--- config.mk ---
export PLATFORM = sky130hd
export DESIGN_NAME = disp_source_arbiter
export DESIGN_NICKNAME = d
export VERILOG_FILES = /design/src/rtl/disp_source_arbiter.sv
export SDC_FILE = /design/constraint.sdc
export NUM_CORES = 1
export LEC_CHECK = 0
export CELL_PAD_IN_SITES_DETAIL_PLACEMENT = 1
export CELL_PAD_IN_SITES_GLOBAL_PLACEMENT = 1
export CORE_MARGIN = 2
export CORE_UTILIZATION = 40
export CTS_CLUSTER_DIAMETER = 40
export DETAILED_ROUTE_END_ITERATION = 6
export HOLD_SLACK_MARGIN = 0.12
export PLACE_DENSITY = 0.79
export SKIP_CTS_REPAIR_TIMING = 1
export SLEW_MARGIN = 25
export SYNTH_ARGS = -nofsm -noshare
export SYNTH_HDL_FRONTEND = slang
export SYNTH_SLANG_ARGS = --single-unit
--- constraint.sdc ---
create_clock -name clk -period 3.8 [get_ports clk]
set_input_delay 0.76 -clock clk [delete_from_list [all_inputs] [get_ports clk]]
set_output_delay 0.76 -clock clk [all_outputs]
set_load 0.02 [all_outputs]
--- src/rtl/disp_source_arbiter.sv ---
// disp_source_arbiter
//   Shares one 4-digit hex display between three 16-bit sources. Requesting
//   sources are shown in round-robin order, each for a fixed dwell of
//   HOLD_MS ticks (one tick = Fclk/F1kHz clock cycles). A manual override
//   pins one source, or blanks the display when sel = 3.
//
// Request semantics: src_req is a level, not a handshake. A source is
//   eligible for as long as its bit is high, and dropping the bit
//   withdraws it on the next edge. There is no acknowledge back to the sources.
//
// Ports
//   clk        system clock, rising edge
//   rst_n      asynchronous active-low reset
//   src_req    per-source request, bit i = source i has data to show
//   src0_dat   source 0 word
//   src1_dat   source 1 word
//   src2_dat   source 2 word
//   sel_en     manual override enable (highest priority)
//   sel        manual source index (0..2, 3 = blank)
//   dat        word to display driver
//   cur_src    index of source currently shown
//   disp_on    1 = dat is valid and should be lit
//   switch_p   one-cycle pulse on every change of cur_src
//   state_dbg  current FSM state (0 IDLE, 1 SHOW, 2 MANUAL)
module disp_source_arbiter #(
  parameter int Fclk    = 50000,
  parameter int F1kHz   = 1,
  parameter int HOLD_MS = 1000
) (
  input  logic        clk,
  input  logic        rst_n,
  input  logic [2:0]  src_req,
  input  logic [15:0] src0_dat,
  input  logic [15:0] src1_dat,
  input  logic [15:0] src2_dat,
  input  logic        sel_en,
  input  logic [1:0]  sel,
  output logic [15:0] dat,
  output logic [1:0]  cur_src,
  output logic        disp_on,
  output logic        switch_p,
  output logic [1:0]  state_dbg
);

  localparam int TICK_DIV = Fclk / F1kHz;
  localparam int CW       = (TICK_DIV > 1) ? $clog2(TICK_DIV) : 1;
  localparam int DW       = (HOLD_MS > 1) ? $clog2(HOLD_MS) : 1;
  localparam logic [CW-1:0] TICK_MAX  = CW'(TICK_DIV - 1);
  localparam logic [DW-1:0] HOLD_LAST = DW'(HOLD_MS - 1);

  typedef enum logic [1:0] {
    IDLE   = 2'd0,
    SHOW   = 2'd1,
    MANUAL = 2'd2
  } state_t;

  state_t        state, state_n;
  logic [1:0]    rr_ptr, rr_n;
  logic [CW-1:0] cnt, cnt_n;
  logic [DW-1:0] dwell, dwell_n;
  logic [15:0]   dat_n;
  logic [1:0]    cur_n;
  logic          on_n, sw_n;

  logic          tick, expire;
  logic          grant;
  logic [1:0]    grant_idx;
  logic [1:0]    win_rr, win_cur;

  // First requesting index after ptr, wrapping through ptr itself last.
  // Falls back to ptr when nothing requests (callers check |req first).
  function automatic logic [1:0] rr_pick(input logic [1:0] ptr, input logic [2:0] req);
    logic [1:0] pick;
    logic [1:0] idx;
    pick = ptr;
    // Walk from the farthest candidate to the nearest so the nearest wins.
    for (int k = 3; k >= 1; k--) begin
      idx = 2'((int'(ptr) + k) % 3);
      if (req[idx]) pick = idx;
    end
    return pick;
  endfunction

  function automatic logic [15:0] src_word(input logic [1:0] idx, input logic [15:0] d0,
                                           input logic [15:0] d1, input logic [15:0] d2);
    case (idx)
      2'd0:    return d0;
      2'd1:    return d1;
      default: return d2;
    endcase
  endfunction

  assign tick      = (cnt == TICK_MAX);
  assign expire    = tick && (dwell == HOLD_LAST);
  assign win_rr    = rr_pick(rr_ptr, src_req);
  assign win_cur   = rr_pick(cur_src, src_req);
  assign state_dbg = state;

  always_comb begin
    state_n   = state;
    rr_n      = rr_ptr;
    cnt_n     = cnt;
    dwell_n   = dwell;
    dat_n     = dat;
    cur_n     = cur_src;
    on_n      = disp_on;
    sw_n      = 1'b0;
    grant     = 1'b0;
    grant_idx = cur_src;

    if (sel_en) begin
      // Override wins over dwell expiry and request drops.
      state_n = MANUAL;
      cnt_n   = '0;
      dwell_n = '0;
      if (sel != 2'd3) begin
        cur_n = sel;
        dat_n = src_word(sel, src0_dat, src1_dat, src2_dat);
        on_n  = 1'b1;
        sw_n  = (sel != cur_src);
      end else begin
        // Blank: dat and cur_src keep their last values.
        on_n = 1'b0;
      end
    end else begin
      case (state)
        IDLE: begin
          cnt_n   = '0;
          dwell_n = '0;
          on_n    = 1'b0;
          if (|src_req) begin
            grant     = 1'b1;
            grant_idx = win_rr;
          end
        end
        SHOW: begin
          if (!src_req[cur_src]) begin
            // A drop is handled before expiry so only one switch happens.
            if (|src_req) begin
              grant     = 1'b1;
              grant_idx = win_cur;
            end else begin
              state_n = IDLE;
              on_n    = 1'b0;
              cnt_n   = '0;
              dwell_n = '0;
            end
          end else if (expire) begin
            // Winner may be cur_src itself: that is a dwell restart, no pulse.
            grant     = 1'b1;
            grant_idx = win_cur;
          end else begin
            dat_n = src_word(cur_src, src0_dat, src1_dat, src2_dat);
            cnt_n = tick ? '0 : cnt + CW'(1);
            if (tick) dwell_n = dwell + DW'(1);
          end
        end
        MANUAL: begin
          // sel_en just fell: resume round robin after the pinned source.
          if (sel != 2'd3) rr_n = sel;
          state_n = IDLE;
          on_n    = 1'b0;
          cnt_n   = '0;
          dwell_n = '0;
        end
        default: begin
          state_n = IDLE;
          on_n    = 1'b0;
        end
      endcase

      if (grant) begin
        state_n = SHOW;
        cur_n   = grant_idx;
        rr_n    = grant_idx;
        dat_n   = src_word(grant_idx, src0_dat, src1_dat, src2_dat);
        on_n    = 1'b1;
        sw_n    = (grant_idx != cur_src);
        cnt_n   = '0;
        dwell_n = '0;
      end
    end
  end

  always_ff @(posedge clk or negedge rst_n) begin
    if (!rst_n) begin
      state    <= IDLE;
      rr_ptr   <= 2'd2;
      cnt      <= '0;
      dwell    <= '0;
      dat      <= 16'h0000;
      cur_src  <= 2'd0;
      disp_on  <= 1'b0;
      switch_p <= 1'b0;
    end else begin
      state    <= state_n;
      rr_ptr   <= rr_n;
      cnt      <= cnt_n;
      dwell    <= dwell_n;
      dat      <= dat_n;
      cur_src  <= cur_n;
      disp_on  <= on_n;
      switch_p <= sw_n;
    end
  end

endmodule
==> results of run 1 <==
==> sequential cells by signal, summed over array words and instances, names as in the netlist <==
| name | cells |
|---|---|
| cur_src | 2 |
| disp_on | 1 |
| rr_ptr | 2 |
| dwell | 10 |
| switch_p | 1 |
| cnt | 16 |
| dat | 16 |
| state_dbg | 2 |
==> kinds of logic (layout without fill, tap and decap cells) <==
| group | count (synthesis) | after routing |
|---|---|---|
| compound gates | 198 | 198 |
| xor+xnor | 10 | 10 |
| fa+ha+maj | 8 | 8 |
| buf+inv | 63 | 127 |
| flops | 50 | 50 |
| mux | 27 | 27 |
| simple gates | 152 | 152 |
==> critical path, stage by stage, from the launching register on <==
cell and delay, ns:
dfrtp_1 0.43, nor4bb_1 0.45, nand4_2 0.23, or4_4 0.61
a311oi_2 0.52, nand2_4 0.25, nor3_2 0.72, a221o_1 0.31
==> per-layer routing <==
metal | track usage | vias up | part of all wire | wire, um
met5 | 0 | - | 0 | 0
met4 | 0.0687 | 0 | 0.013 | 185
met3 | 0.0345 | 14 | 0.038 | 542
met2 | 0.453 | 104 | 0.51 | 7230
met1 | 0.319 | 2216 | 0.44 | 6310
li1 | - | 2069 | - | -
==> area by class of cell <==
type,instances,area (um2)
fillers,1218,5030
multi-input cells,395,2760
flip-flops and latches,50,1250
repair buffers,101,971
well taps,136,170
clock buffers,5,68.8
inverters,18,67.6
clock inverters,3,47.5
==> cells in the mapped netlist, types with 8 or more instances <==
cell type and count:
and3_1 11, inv_1 17, nor2_1 41, nand2b_1 10, dfrtp_1 49, a221o_1 11
xor2_1 8, mux2i_1 26, a21oi_1 31, nand2_1 39, a22o_1 18, o211ai_1 20
o21ai_0 46, o32ai_2 8, o311a_1 11, clkbuf_1 37, nand3_1 12
==> stage by stage <==
step                       util  instance area [um2]
final                     0.515                 5340
after global routing      0.515                 5340
after CTS                 0.513                 5320
after detailed placement  0.502                 5200
after global placement    0.502                 5200
after floorplan               -                 4290
==> power breakdown <==
group	switching (W)	internal [W]
registers	0.0000546	0.000588
logic	0.000523	0.000429
clock network	0.000215	0.000202
==> final timing paths <==
kind | from | to | slack [ns] | cells after the start
max in group asynchronous | rst_n | dat[4]$_DFFE_PN0P_ | 2.73 | 3
setup / recovery | cnt[13]$_DFFE_PN0P_ | dat[4]$_DFFE_PN0P_ | 0.20 | 7
hold reg to reg | dwell[9]$_DFFE_PN0P_ | dwell[9]$_DFFE_PN0P_ | 0.47 | 1
setup reg to reg | cnt[13]$_DFFE_PN0P_ | dat[4]$_DFFE_PN0P_ | 0.20 | 7
hold / removal | rst_n | cnt[5]$_DFFE_PN0P_ | 0.35 | 1
min in group clk | dwell[9]$_DFFE_PN0P_ | dwell[9]$_DFFE_PN0P_ | 0.47 | 1
==> results_dict.tcl, run 1 <==
set metrics [dict create \
    ys_seq_elements 50 \
    antennaDiodeCount 0 \
    synthesis.nets 571 \
    required_ns 4.05 \
    drt-initial-drc-count 174 \
    cp_max_fo 14 \
    synth_compound_gate_area_share 0.350 \
    netlist_area_um2 4290 \
    postRouteAntennaNets 0 \
    grt_pass1_vias 4740 \
    synth_top_area_frac 0.286 \
    p_per_area_nw_per_um2 377 \
    synth_top_family_by_area "compound AO/OA/AOI/OAI gates" \
    synth.top_cells.by_area "dfrtp_1 29%, mux2i_1 6.1%, o21ai_0 5.4%" \
    synth_mux_area_frac 0.0633 \
    grt_usage 0.254 \
    stdcell_count 708 \
    syn2layout_area_growth_pct 24.5 \
    htreeDepth 2 \
    hold_ws_ns 0.351 \
    period_share 0.947 \
    fmax_mhz 278 \
    antenna_found_initial 0 \
    max-vdd-ir-drop_uv 192 \
    syn_inst 508 \
    die_x_um 108 \
    vias 4403 \
    maxCapViolCount 0 \
    rsz0062_at_grt "no" \
    coreArea_um2 10400 \
    gr-total-overflow 0 \
    drive_gt1_frac 0.0962 \
    floorplan.rows 37 \
    dp_slack_ns 0.0510 \
    io_pins 78 \
    tritoncts.num_buffers 5 \
    final.setup_skew_ns 0.00940 \
    yosysTopAreaCell "dfrtp_1" \
    synth.distinct_cells 72 \
    total_power_w 0.00201 \
    drv_slew 0 \
    path_class "reg -> reg" \
    initial_core_util 0.414 \
    synth_xor_area_frac 0.0204 \
    wire_per_inst_um 20.2 \
    synth_simple_gate_area_frac 0.188 \
    setup_slack_ns 0.201 \
    end_kind "register" \
    setup_tns_ns 0 \
    hold_class "in -> async" \
    run_status "completed" \
    nNetsFinal 634 \
    start_kind "register" \
    cts_buffer_depth 2 \
    grt_pass1_wl_um 23700 \
    route.detailed.drc 0 \
    synth-edff-count 0 \
    synth_ff_type "dfrtp_1" \
    yosysWarnings 0 \
    cts_root_buf "clkbuf_8" \
    mostFrequentLayoutCell "clkdlybuf4s50_1" \
    die_area_um2 11600 \
    final_cell_mix "76 x clkdlybuf4s50_1, 49 x dfrtp_1, 46 x o21ai_0" \
    synthAdderAreaFrac 0.0228 \
    clk_pin_slew_ns 0.11 \
    clock_latency_ns 0.32 \
    via_per_inst 6.22 \
    cts_sinks 50 \
    cts_tree "built" \
    min_period_ns 3.60 \
    yosysSeqAreaShare 0.292 \
    p_leak_nw 2.13 \
    async_flop_share 1.00 \
    drt_wl_total_um 14300 \
    hpwl_um 10100 \
    grt_max_degree 44 \
    die_y_um 108 \
    gp_congestion 0.840 \
    setup_viol 0 \
    cp.arrival_ns 3.85 \
    final-hold-violation-count 0 \
    worstMarginPinSlew_ns 0.789 \
    port_buffers 77 \
    dp.cells 699 \
    max_slew_margin 0.471 \
    first_pass_iters 4 \
    syn_area_per_cell_um2 8.44 \
]
(Power assumes the default switching activity.)
==> inputs of run 2 (changes only) <==
--- a/config.mk
+++ b/config.mk
@@ -7,7 +7,6 @@
 export LEC_CHECK = 0
 export CELL_PAD_IN_SITES_DETAIL_PLACEMENT = 1
 export CELL_PAD_IN_SITES_GLOBAL_PLACEMENT = 1
-export CORE_MARGIN = 2
 export CORE_UTILIZATION = 40
 export CTS_CLUSTER_DIAMETER = 40
 export DETAILED_ROUTE_END_ITERATION = 6
==> results_dict.tcl, run 2 (synthesis gave the netlist of run 1 again) <==
set metrics [dict create \
    cp.depth 7 \
    final_cell_area_um2 5280 \
    r2r_cells 7 \
    drv_slew 0 \
    floorplan.rows 37 \
    grt_max_degree 44 \
    htreeDepth 2 \
    antennaDiodeCount 0 \
    cts_root_buf "clkbuf_8" \
    setup_tns_ns 0 \
    port_buffers 77 \
    placed_cell_area_um2 5170 \
    die_area_um2 11100 \
    nNetsFinal 631 \
    coreArea_um2 10400 \
    run_status "completed" \
    drt_wl_total_um 13900 \
    antenna_found_initial 0 \
    max-vdd-ir-drop_uv 157 \
    wire_per_inst_um 19.6 \
    via_per_inst 6.23 \
    p_per_area_nw_per_um2 368 \
    cp_max_fo 11 \
    r2r-start "cnt[13]$_DFFE_PN0P_" \
    final.setup_skew_ns 0.0137 \
    rr_endpoint "dat[6]$_DFFE_PN0P_" \
    drt-initial-drc-count 246 \
    die_y_um 106 \
    cts_sinks 50 \
    initial_core_util 0.414 \
    tritoncts.num_buffers 5 \
    cp_top_family "simple AND/OR/NAND/NOR gates" \
    route.detailed.drc 0 \
    cp_slowest_stage_delay_ns 0.68 \
    end_kind "register" \
    start_kind "register" \
    path_class "reg -> reg" \
    grt_usage 0.256 \
    cp.arrival_ns 3.63 \
    hpwl_um 9750 \
    vias 4390 \
    min_period_ns 3.37 \
    total_power_w 0.00194 \
    required_ns 4.07 \
    gr-total-overflow 0 \
    clock_latency_ns 0.32 \
    critPathSlowestCell "nor3_2" \
    final-hold-violation-count 0 \
    period_share 0.887 \
    cts_tree "built" \
    io_pins 78 \
    fmax_mhz 297 \
    max_slew_margin 0.447 \
    syn2layout_area_growth_pct 23.0 \
    worstMarginPinSlew_ns 0.830 \
    final_cell_mix "76 x clkdlybuf4s50_1, 49 x dfrtp_1, 46 x o21ai_0" \
    clk_pin_slew_ns 0.11 \
    postRouteAntennaNets 0 \
    first_pass_iters 4 \
    gp_congestion 0.839 \
    hold_class "in -> async" \
    cp_num_buf_inv 0 \
    largest_registers "cnt: 16 flops, dat: 16 flops, dwell: 10 flops" \
    p_leak_nw 2.10 \
    setup_viol 0 \
    grt_pass1_vias 4655 \
    rsz0062_at_grt "no" \
    post-route-util 0.509 \
    drive_gt1_frac 0.0914 \
    r2r_setup_slack_ns 0.43 \
    cts_buffer_depth 2 \
    maxCapViolCount 0 \
    die_x_um 106 \
    mostFrequentLayoutCell "clkdlybuf4s50_1" \
    cp_cell_sequence "nor4bb_1 > nand4_2 > or4_4 > a311oi_2 > nand2_4 > nor3_2 > a221o_1" \
    grt_pass1_wl_um 23100 \
]
==> run 2: how the worst max path moves through the flow <==
stage,from,to,slack [ns]
finish,cnt[13]$_DFFE_PN0P_,dat[6]$_DFFE_PN0P_,0.43
global route,cnt[0]$_DFFE_PN0P_,dat[14]$_DFFE_PN0P_,0.16
CTS,cnt[13]$_DFFE_PN0P_,dat[0]$_DFFE_PN0P_,0.43
detailed placement,src_req[0],dat[3]$_DFFE_PN0P_,0.16
global placement,src_req[1],dat[15]$_DFFE_PN0P_,0.30
floorplan,cur_src[1]$_DFFE_PN0P_,dat[0]$_DFFE_PN0P_,0.45
==> run 2: layer usage <==
layer  wire length, um  GRT usage  vias to the layer above  part of all wire
met1              6220      0.324                     2199              0.45
met2              6940      0.449                      108              0.50
li1                  -          -                     2064                 -
met4               235     0.0843                        0             0.017
met5                 0          0                        -                 0
met3               456     0.0346                       19             0.033
==> run 2: area by class of cell <==
class | count | area [um2]
Clock buffer | 6 | 82.6
Clock inverter | 2 | 17.5
Fill cell | 1245 | 5090
Inverter | 18 | 67.6
Multi-Input combinational cell | 395 | 2760
Sequential cell | 50 | 1250
Tap cell | 136 | 170
Timing Repair Buffer | 98 | 926
==> run 2: metrics by stage <==
stage,hold WS (ns),worst slack [ns],cells
after global routing,0.456,0.160,705
after floorplan,0.439,0.449,508
after detailed placement,0.469,0.163,697
final,0.409,0.431,705
after CTS,0.478,0.431,705
after global placement,0.451,0.303,697
==> run 2: power breakdown <==
group / internal, W / switching, W
logic: 0.000423 / 0.000518
clock network: 0.000151 / 0.000212
registers: 0.000588 / 0.0000528
==> run 2: worst register-to-register path, cell delays in order, from the launching register on <==
cell and delay, ns:
dfrtp_1 0.43, nor4bb_1 0.45, nand4_2 0.25, or4_4 0.62, a311oi_2 0.51, nand2_4 0.09
nor3_2 0.68, a221o_1 0.28
==> inputs of run 3 (changes only) <==
--- a/config.mk
+++ b/config.mk
@@ -7,6 +7,7 @@
 export LEC_CHECK = 0
 export CELL_PAD_IN_SITES_DETAIL_PLACEMENT = 1
 export CELL_PAD_IN_SITES_GLOBAL_PLACEMENT = 1
+export CORE_ASPECT_RATIO = 0.7
 export CORE_UTILIZATION = 40
 export CTS_CLUSTER_DIAMETER = 40
 export DETAILED_ROUTE_END_ITERATION = 6
==> results_dict.tcl, run 3 (synthesis gave the netlist of run 1 again) <==
set metrics [dict create \
    cp_cell_sequence "clkdlybuf4s50_1 > nor3_1 > or4_1 > o22ai_2 > nor3b_1 > o21ai_0 > nor3_4 > a221o_1" \
    grt_max_degree 44 \
    max-vdd-ir-drop_uv 212 \
    min_period_ns 3.49 \
    drt_wl_total_um 14700 \
    max_slew_margin 0.439 \
    drt-initial-drc-count 286 \
    setup_viol 0 \
    antennaDiodeCount 0 \
    gp_congestion 0.774 \
    vias 4496 \
    hpwl_um 10600 \
    path_class "in -> reg" \
    wire_per_inst_um 21.0 \
    run_status "completed" \
    antenna_found_initial 0 \
    final.setup_skew_ns 0.00690 \
    grt_usage 0.267 \
    cts_tree "built" \
    p_leak_nw 2.14 \
    hold_class "reg -> reg" \
    postRouteAntennaNets 0 \
    drive_gt1_frac 0.0930 \
    clk_pin_slew_ns 0.08 \
    mostFrequentLayoutCell "clkdlybuf4s50_1" \
    end_kind "register" \
    fmax_mhz 286 \
    cts_buffer_depth 2 \
    r2r_setup_slack_ns 0.46 \
    die_area_um2 11100 \
    io_pins 78 \
    grt_pass1_wl_um 23800 \
    cp_slowest_stage_delay_ns 0.67 \
    rr_endpoint "dat[6]$_DFFE_PN0P_" \
    tritoncts.num_buffers 5 \
    hold_depth 2 \
    final-hold-violation-count 0 \
    nFillCells 1235 \
    coreArea_um2 10400 \
    setup_tns_ns 0 \
    cts_root_buf "clkbuf_16" \
    period_share 0.919 \
    initial_core_util 0.413 \
    critPathSlowestCell "clkdlybuf4s50_1" \
    floorplan.rows 31 \
    final_cell_mix "76 x clkdlybuf4s50_1, 49 x dfrtp_1, 46 x o21ai_0" \
    maxCapViolCount 0 \
    dp_slack_ns 0.0340 \
    worstMarginPinSlew_ns 0.841 \
    drv_slew 0 \
    setup_slack_ns 0.307 \
    via_per_inst 6.40 \
    r2r_cells 8 \
    p_per_area_nw_per_um2 400 \
    htreeDepth 2 \
    hold_path_end "dwell[1]$_DFFE_PN0P_" \
    grt_pass1_vias 4559 \
    cp.arrival_ns 3.73 \
    start_kind "primary input" \
    port_buffers 77 \
    route.detailed.drc 0 \
    cts_sinks 50 \
    die_x_um 126 \
    r2r-start "cnt[0]$_DFFE_PN0P_" \
    rsz0062_at_grt "no" \
    clock_latency_ns 0.30 \
    largest_registers "cnt: 16 flops, dat: 16 flops, dwell: 10 flops" \
    worstHoldStart "dwell[1]$_DFFE_PN0P_" \
    total_power_w 0.00214 \
    required_ns 4.03 \
    die_y_um 88.6 \
    syn2layout_area_growth_pct 24.9 \
    nNetsFinal 632 \
    gr-total-overflow 0 \
    cp_max_fo 11 \
    first_pass_iters 4 \
]
## run 3: how the worst max path moves through the flow
| stage | endpoint | slack (ns) | start |
|---|---|---|---|
| finish | dat[6]$_DFFE_PN0P_ | 0.31 | src_req[2] |
| floorplan | dat[0]$_DFFE_PN0P_ | 0.45 | cur_src[1]$_DFFE_PN0P_ |
| detailed placement | dat[6]$_DFFE_PN0P_ | 0.03 | src_req[2] |
| CTS | dat[6]$_DFFE_PN0P_ | 0.17 | src_req[2] |
| global placement | dat[0]$_DFFE_PN0P_ | 0.12 | src_req[2] |
| global route | dat[2]$_DFFE_PN0P_ | 0.17 | src_req[2] |
## run 3: layer usage
metal  share of wire  GRT usage  up-vias
met5               0          0        -
met4          0.0098     0.0613        0
met3           0.034     0.0399       14
met2            0.47      0.445       88
met1            0.48      0.370     2326
li1                -          -     2068
## run 3: report_power, final
group / total [W] / switching [W] / internal, W / leakage (nW)
logic: 0.000954 / 0.000536 / 0.000418 / 1.42
registers: 0.000643 / 0.0000553 / 0.000588 / 0.638
clock network: 0.000543 / 0.000227 / 0.000315 / 0.0844
total: 0.00214 / 0.000819 / 0.00132 / 2.14
## run 3: critical path, delay by kind of cell
family | cells | cell delay [ns]
AND/OR/NAND/NOR | 4 | 1.48
buffers and inverters | 1 | 0.67
AO/OA/AOI/OAI | 3 | 0.80
## run 3: area by class of cell
class / count / area, um2 / area share
clock buffers: 5 / 125 / 0.0234
flip-flops and latches: 50 / 1250 / 0.234
inverters: 18 / 67.6 / 0.0126
multi-input cells: 395 / 2770 / 0.517
repair buffers: 99 / 931 / 0.174
well taps: 132 / 165 / 0.0308
clock inverters: 3 / 47.5 / 0.00888
## run 3: per-stage QoR
step	cells	instance area [um2]	util	hold WS (ns)
global placement	694	5180	0.498	0.470
CTS	702	5350	0.515	0.510
detailed placement	694	5180	0.498	0.493
global route	702	5360	0.515	0.537
floorplan	508	4290	-	0.439
finish	702	5360	0.515	0.502
